===== config.mk =====
export PLATFORM = sky130hd
export DESIGN_NAME = fetch_ctrl
export DESIGN_NICKNAME = d
export VERILOG_FILES = /design/src/rtl/fetch_ctrl.sv
export SDC_FILE = /design/constraint.sdc
export NUM_CORES = 1
export LEC_CHECK = 0
export ABC_AREA = 1
export BUFFER_PORTS_ARGS = -buffer_cell sky130_fd_sc_hd__buf_4
export CELL_PAD_IN_SITES_DETAIL_PLACEMENT = 1
export CELL_PAD_IN_SITES_GLOBAL_PLACEMENT = 2
export CORE_MARGIN = 1
export CORE_UTILIZATION = 24
export CTS_CLUSTER_DIAMETER = 80
export DETAILED_ROUTE_END_ITERATION = 6
export PLACE_DENSITY_LB_ADDON = 0.3
export SLEW_MARGIN = 20
export SYNTH_ARGS = -nofsm -noshare
export SYNTH_HDL_FRONTEND = slang
export SYNTH_SLANG_ARGS = --single-unit

===== constraint.sdc =====
create_clock -name i_clk -period 1.9 [get_ports i_clk]
set_input_delay 0.38 -clock i_clk [delete_from_list [all_inputs] [get_ports i_clk]]
set_output_delay 0.38 -clock i_clk [all_outputs]
set_load 0.01 [all_outputs]

===== src/rtl/fetch_ctrl.sv =====
// rtl/fetch_ctrl.sv - fetch sequencer owning the PC, one outstanding word request
//
// Purpose: issues instruction fetches over a req/ready address handshake with
// an rvalid response, holds the fetched word for decode under stall, and
// applies branch/jump redirects while discarding any stale in-flight response.
//
// Ports:
//   i_clk, i_arst              clock, asynchronous active-low reset
//   i_redirect, i_redirect_pc  redirect request and target (low 2 bits ignored)
//   i_stall                    decode cannot accept the presented instruction
//   o_mem_req, o_mem_addr      request valid and word address
//   i_mem_ready                memory accepts the request this cycle
//   i_mem_rvalid, i_mem_rdata  response valid and instruction word
//   o_instr_valid              o_instruction / o_pc / o_pc_plus4 valid for decode
//   o_instruction, o_pc        fetched word and its PC
//   o_pc_plus4                 o_pc + 4, wrapping
module fetch_ctrl #(
  parameter int                    ADDR_WIDTH  = 64,
  parameter int                    INSTR_WIDTH = 32,
  parameter logic [ADDR_WIDTH-1:0] RESET_PC    = '0
) (
  input  logic                   i_clk,
  input  logic                   i_arst,
  input  logic                   i_redirect,
  input  logic [ADDR_WIDTH-1:0]  i_redirect_pc,
  input  logic                   i_stall,
  output logic                   o_mem_req,
  output logic [ADDR_WIDTH-1:0]  o_mem_addr,
  input  logic                   i_mem_ready,
  input  logic                   i_mem_rvalid,
  input  logic [INSTR_WIDTH-1:0] i_mem_rdata,
  output logic                   o_instr_valid,
  output logic [INSTR_WIDTH-1:0] o_instruction,
  output logic [ADDR_WIDTH-1:0]  o_pc,
  output logic [ADDR_WIDTH-1:0]  o_pc_plus4
);

  typedef enum logic [1:0] {
    S_IDLE,
    S_REQ,
    S_WAIT,
    S_OUT
  } state_t;

  state_t                 r_state;
  logic [ADDR_WIDTH-1:0]  r_pc;
  logic                   r_drop;   // outstanding response belongs to an abandoned PC
  logic [INSTR_WIDTH-1:0] r_instr;

  logic [ADDR_WIDTH-1:0]  w_target;
  logic [ADDR_WIDTH-1:0]  w_pc_plus4;

  assign w_target   = i_redirect_pc & ~ADDR_WIDTH'(3);
  assign w_pc_plus4 = r_pc + ADDR_WIDTH'(4);

  always_ff @(posedge i_clk or negedge i_arst) begin
    if (!i_arst) begin
      r_state <= S_IDLE;
      r_pc    <= RESET_PC;
      r_drop  <= 1'b0;
      r_instr <= '0;
    end else begin
      case (r_state)
        S_IDLE: begin
          if (i_redirect) r_pc <= w_target;
          r_state <= S_REQ;
        end
        S_REQ: begin
          // A request accepted in the same cycle as a redirect fetches the
          // old PC; remember to throw its response away.
          if (i_redirect) r_pc <= w_target;
          if (i_mem_ready) begin
            r_state <= S_WAIT;
            r_drop  <= i_redirect;
          end
        end
        S_WAIT: begin
          if (i_redirect) begin
            r_pc <= w_target;
            if (i_mem_rvalid) begin
              r_drop  <= 1'b0;
              r_state <= S_REQ;
            end else begin
              r_drop  <= 1'b1;
            end
          end else if (i_mem_rvalid) begin
            if (r_drop) begin
              r_drop  <= 1'b0;
              r_state <= S_REQ;
            end else begin
              r_instr <= i_mem_rdata;
              r_state <= S_OUT;
            end
          end
        end
        S_OUT: begin
          // Redirect wins over stall: the held instruction is on a dead path.
          if (i_redirect) begin
            r_pc    <= w_target;
            r_state <= S_REQ;
          end else if (!i_stall) begin
            r_pc    <= w_pc_plus4;
            r_state <= S_REQ;
          end
        end
        default: r_state <= S_IDLE;
      endcase
    end
  end

  assign o_mem_req     = (r_state == S_REQ);
  assign o_instr_valid = (r_state == S_OUT);
  assign o_mem_addr    = r_pc;
  assign o_pc          = r_pc;
  assign o_pc_plus4    = w_pc_plus4;
  assign o_instruction = r_instr;

endmodule


# Word-level counts from Yosys, hierarchy flattened
# Cells that the tools add are included.
# W data, S select, Z words.
[word_totals]
reg_bits = 99
wordCells = 39
output_inout_bits = 226
[classes]
addsub = 1
muxes = 17
eq_ne = 8
n_reduce_logical = 7
bitwise = 2
[op_table]
columns = ["cell", "n"]
rows = [
  ["$mux W64", 3],
  ["$pmux W64 S2", 1],
  ["$add A64 B3 Y64 const B", 1],
  ["$mux W2", 7],
  ["$pmux W2 S4", 1],
  ["$ne A3 B3 Y1 const B", 2],
  ["$reduce_and A3 Y1", 2],
  ["$eq A2 B2 Y1 const B", 2],
  ["$mux W1", 4],
  ["$ne A2 B1 Y1 const B", 2],
  ["$reduce_and A4 Y1", 1],
  ["$reduce_or A3 Y1", 1],
  ["$eq A2 B1 Y1 const B", 1],
  ["$logic_not A2 Y1", 1],
  ["$ne A2 B2 Y1 const B", 1],
  ["$not A1 Y1", 2],
  ["$pmux W1 S2", 1],
  ["$reduce_and A2 Y1", 1],
  ["$reduce_bool A2 Y1", 1],
]

# Depth between registers and ports, before layout
[depth]
depth_word = 4
depth_mapped = 12

# Least setup slack after synthesis
# Ideal clock, no wire load.
[synth_path]
kind = "register to output"
from = "register r_pc[3] (netlist: o_mem_addr[3])"
to = "output o_pc_plus4[26]"
stages_incl_launch_ff = 8
t_arrival_ns = 1.551
setup_slack_ns = -0.031
path_cell_list = "dfrtp_1 ha_1 inv_1 nor2_4 nand2_2 nor2_4 nand2_1 xnor2_1"
[synth_between]
elab_chain_cells = 1
[synth_rtl]
columns = ["element", "line", "rtl"]
rows = [
  ["from (decl)", "46", "logic [ADDR_WIDTH-1:0] r_pc;"],
  ["from (signal assigned)", "65", "if (i_redirect) r_pc <= w_target;"],
  ["from (signal assigned)", "71", "if (i_redirect) r_pc <= w_target;"],
  ["from (signal assigned)", "79", "r_pc <= w_target;"],
  ["$add A64 B3 Y64", "54", "assign w_pc_plus4 = r_pc + ADDR_WIDTH'(4);"],
  ["to (decl)", "35", "output logic [ADDR_WIDTH-1:0] o_pc_plus4"],
]
# No other way between the ends.

# Worst setup path in the final report
[layout_path]
from = "register r_pc[2] (netlist: o_mem_addr[2])"
to = "output o_pc_plus4[41]"
# Same word-level chain as after synthesis.

==> results.sh <==
export IMPL_final_cell_mix="buf_4, nand2_1, nor2_1"
export IMPL_drive_gt1_frac=0.603
export IMPL_drc=0
export IMPL_hold_class="input pin to flip-flop"
export IMPL_r2r_start="o_mem_addr[3]"
export IMPL_fin_ws_ns=-0.525
export IMPL_fin_crit_sh=1.28
export IMPL_crit_family="simple AND/OR/NAND/NOR gates"
export IMPL_syn_cell_area_um2=6950
export IMPL_reg2reg_to="o_mem_addr[38]"
export IMPL_dr_pass1_iters=4
export IMPL_outcome="finished with violations"
export IMPL_setup_viol=66
export IMPL_grt_pass1_vias=8747
export IMPL_ys_types=34
export IMPL_root_buffer="clkbuf_16"
export IMPL_vdd_drop_max_mv=0.475
export IMPL_seq_area_frac_synth=0.349
export IMPL_antenna_found_initial=0
export IMPL_cts_buffers=9
export IMPL_drtIter0Drc=306
export IMPL_hpwl_mm=25.3
export IMPL_synth_fa_ha_area_frac=0.00900
export IMPL_die_h_um=172
export IMPL_synthArstFlopShare=1.00
export IMPL_hold_viol_final=0
export IMPL_routed_wl_mm=34.4
export IMPL_start_kind="flip-flop"
export IMPL_post_drt_wl_per_cell_um=18.4
export IMPL_leakage_nw=6.70
export IMPL_fin_setup_tns_ns=-24.96
export IMPL_syn2layout_area_growth_pct=92.9
export IMPL_cp_max_fo=4
export IMPL_multiInputGateArea_um2=4990
export IMPL_die_w_um=172
export IMPL_slowest_delay_ns=0.41
export IMPL_clock_latency_ns=0.38
export IMPL_power_mw=11.6
export IMPL_grt_first_pass_wirelength_mm=49.2
export IMPL_power_density_nw_per_um2=867
export IMPL_grt_usage=0.223
export IMPL_synth_compound_area_share=0.0852
export IMPL_vias_per_cell=4.47
export IMPL_ctsHtreeMaxLevel=3
export IMPL_initial_utilization=0.247
export IMPL_yosys_area_share_simple=0.319
export IMPL_skew_ns=0.0212
export IMPL_cts_buffer_depth=2
export IMPL_ant_nets=0
export IMPL_cp_endpoint="o_pc_plus4[41]"
export IMPL_num_rows=61
export IMPL_crit_top_cell="nand2_4"
export IMPL_cp_slowest_cell="dfrtp_1"
export IMPL_rr_worst_depth=20
export IMPL_r2r_setup_slack_ns=-0.49
export IMPL_fillers=3381
export IMPL_worstSetupPathType="flip-flop to output pin"
export IMPL_drv_cap=0
export IMPL_rsz0062_at_grt="true"
export IMPL_synth_edf_count=0
export IMPL_cts_sinks=97
export IMPL_portBuffers=319
export IMPL_max_freq_mhz=412
export IMPL_final_common_cell="buf_4"
export IMPL_min_period_ns=2.43
export IMPL_synthMuxAreaShare=0.0519
export IMPL_postPlaceCellArea_um2=10600
export IMPL_crit_arrival_ns=2.05
export IMPL_final_max_slew_viol_count=0
export IMPL_crit_required_ns=1.52
export IMPL_seq_area_um2=2440
export IMPL_dr_total_vias=8333
export IMPL_core_um2=28200
export IMPL_gp_congestion=0.817
export IMPL_critPathLaunch="o_mem_addr[2]"
export IMPL_critical_path_depth=10
export IMPL_ys_ff_latch=97
export IMPL_synthFlopType="dfrtp_1"
export IMPL_crit_path_end_kind="output pin"
export IMPL_worst_path_buf_inv=4
export IMPL_crit_path_cell_trace="buf_6 -> inv_4 -> nor2_4 -> nand2_4 -> nor2_8 -> buf_12 -> nand2_4 -> o21ai_2 -> nand2_1 -> buf_4"
export IMPL_design_area_um2=13400
export IMPL_diodes=0
export IMPL_yosysWarnings=0
export IMPL_cts_tree="yes"
export IMPL_syn_mean_instance_area_um2=7.06
export IMPL_dieArea_um2=29600
export IMPL_synth_cells=984
export IMPL_synth_top_family_by_area="simple AND/OR/NAND/NOR gates"
export IMPL_grt_overflow=0
export IMPL_ios=328
export IMPL_nets=1589
export IMPL_failed_checks="setup timing"
export IMPL_synth_xor_area_frac=0.0445
export IMPL_clk_pin_slew_worst_paths_ns=0.10
export IMPL_grt_max_degree=62
-- routing by layer --
metal	part of all wire	wire length (um)	global-route usage
met1	0.43	14900	0.281
met2	0.50	17200	0.387
met3	0.057	1970	0.0510
met4	0.011	386	0.0477
met5	0	0	0
-- cell type report --
type,count,area share
flip-flops and latches,97,0.182
clock inverters,7,0.00700
multi-input cells,702,0.373
repair buffers,574,0.359
inverters,98,0.0280
well taps,378,0.0353
clock buffers,9,0.0168
-- metrics by stage --
step | setup WS, ns | std cells | hold WS (ns) | utilization
after floorplan | -0.0121 | 989 | 0.0844 | -
after global placement | -0.221 | 1761 | 0.303 | 0.376
after detailed placement | -0.227 | 1761 | 0.304 | 0.376
after CTS | -0.498 | 1841 | 0.221 | 0.445
after global routing | -0.641 | 1865 | 0.216 | 0.476
final | -0.525 | 1865 | 0.228 | 0.476
-- repair_timing --
action | in CTS | in global routing
gates resized for setup | 286 | 154
hold buffers | 1 | 0
endpoints found under the setup margin | 61 | 74
setup buffers | 72 | 40
pin swaps | 82 | 83
gates cloned | 0 | 1
endpoints found under the hold margin | 13 | 0
-- Yosys cell counts (3+ instances only) --
| cell | number | area [um2] |
|---|---|---|
| a21oi_1 | 4 | 20.0 |
| nand3_1 | 47 | 235 |
| inv_1 | 96 | 360 |
| xnor2_2 | 5 | 81.3 |
| xnor2_1 | 18 | 158 |
| clkbuf_1 | 17 | 63.8 |
| nand2_4 | 3 | 33.8 |
| nand2_2 | 9 | 56.3 |
| o22ai_1 | 31 | 194 |
| ha_1 | 5 | 62.6 |
| nand2_1 | 280 | 1050 |
| nand4_1 | 7 | 43.8 |
| o21ai_1 | 19 | 95.1 |
| o21ai_0 | 6 | 30.0 |
| nor2_1 | 176 | 661 |
| nor2_4 | 7 | 78.8 |
| dfrtp_1 | 97 | 2430 |
| o21bai_1 | 29 | 218 |
| buf_4 | 68 | 510 |
| buf_2 | 6 | 30.0 |
| xor2_1 | 8 | 70.1 |
| mux2_2 | 32 | 360 |
-- worst reg2reg max path, delay by kind of cell (launching register included) --
kind                       cells  cell delay [ns]
adders and majority gates      1             0.17
buffers and inverters         10             1.11
DFF                            1             0.45
and+or+nand+nor                9             0.57
-- sequential cells by signal (all words and copies together), names as in the netlist --
register,cells
r_drop,1
o_mem_addr,62
r_state,2
o_instruction,32
-- cells by family (layout without fill, tap and decap cells) --
kind of cell               count (synthesis)  after routing
and+or+nand+nor                          535            535
buffers and inverters                    190            688
DFF                                       97             97
AOI/OAI and AO/OA                         93             93
muxes                                     32             32
xor gates and xnor gates                  31             31
adders and majority gates                  5              5
other                                      1              6
-- how the worst min path moves through the flow --
stage                     slack [ns]                 to  cells after the start             from
after floorplan                 0.08   o_instruction[0]                      0           i_arst
after global routing            0.22  o_instruction[28]                      2  i_mem_rdata[28]
after global placement          0.30     o_mem_addr[17]                      1           i_arst
after CTS                       0.22  o_instruction[28]                      2  i_mem_rdata[28]
after detailed placement        0.30     o_mem_addr[17]                      1           i_arst
final                           0.23  o_instruction[28]                      2  i_mem_rdata[28]
-- power by group --
| part | leakage, nW | internal (mW) | switching, mW |
|---|---|---|---|
| clock network | 0.153 | 0.955 | 1.09 |
| registers | 1.14 | 2.61 | 0.477 |
| logic | 5.40 | 3.34 | 3.14 |
(Power assumes the default switching activity.)
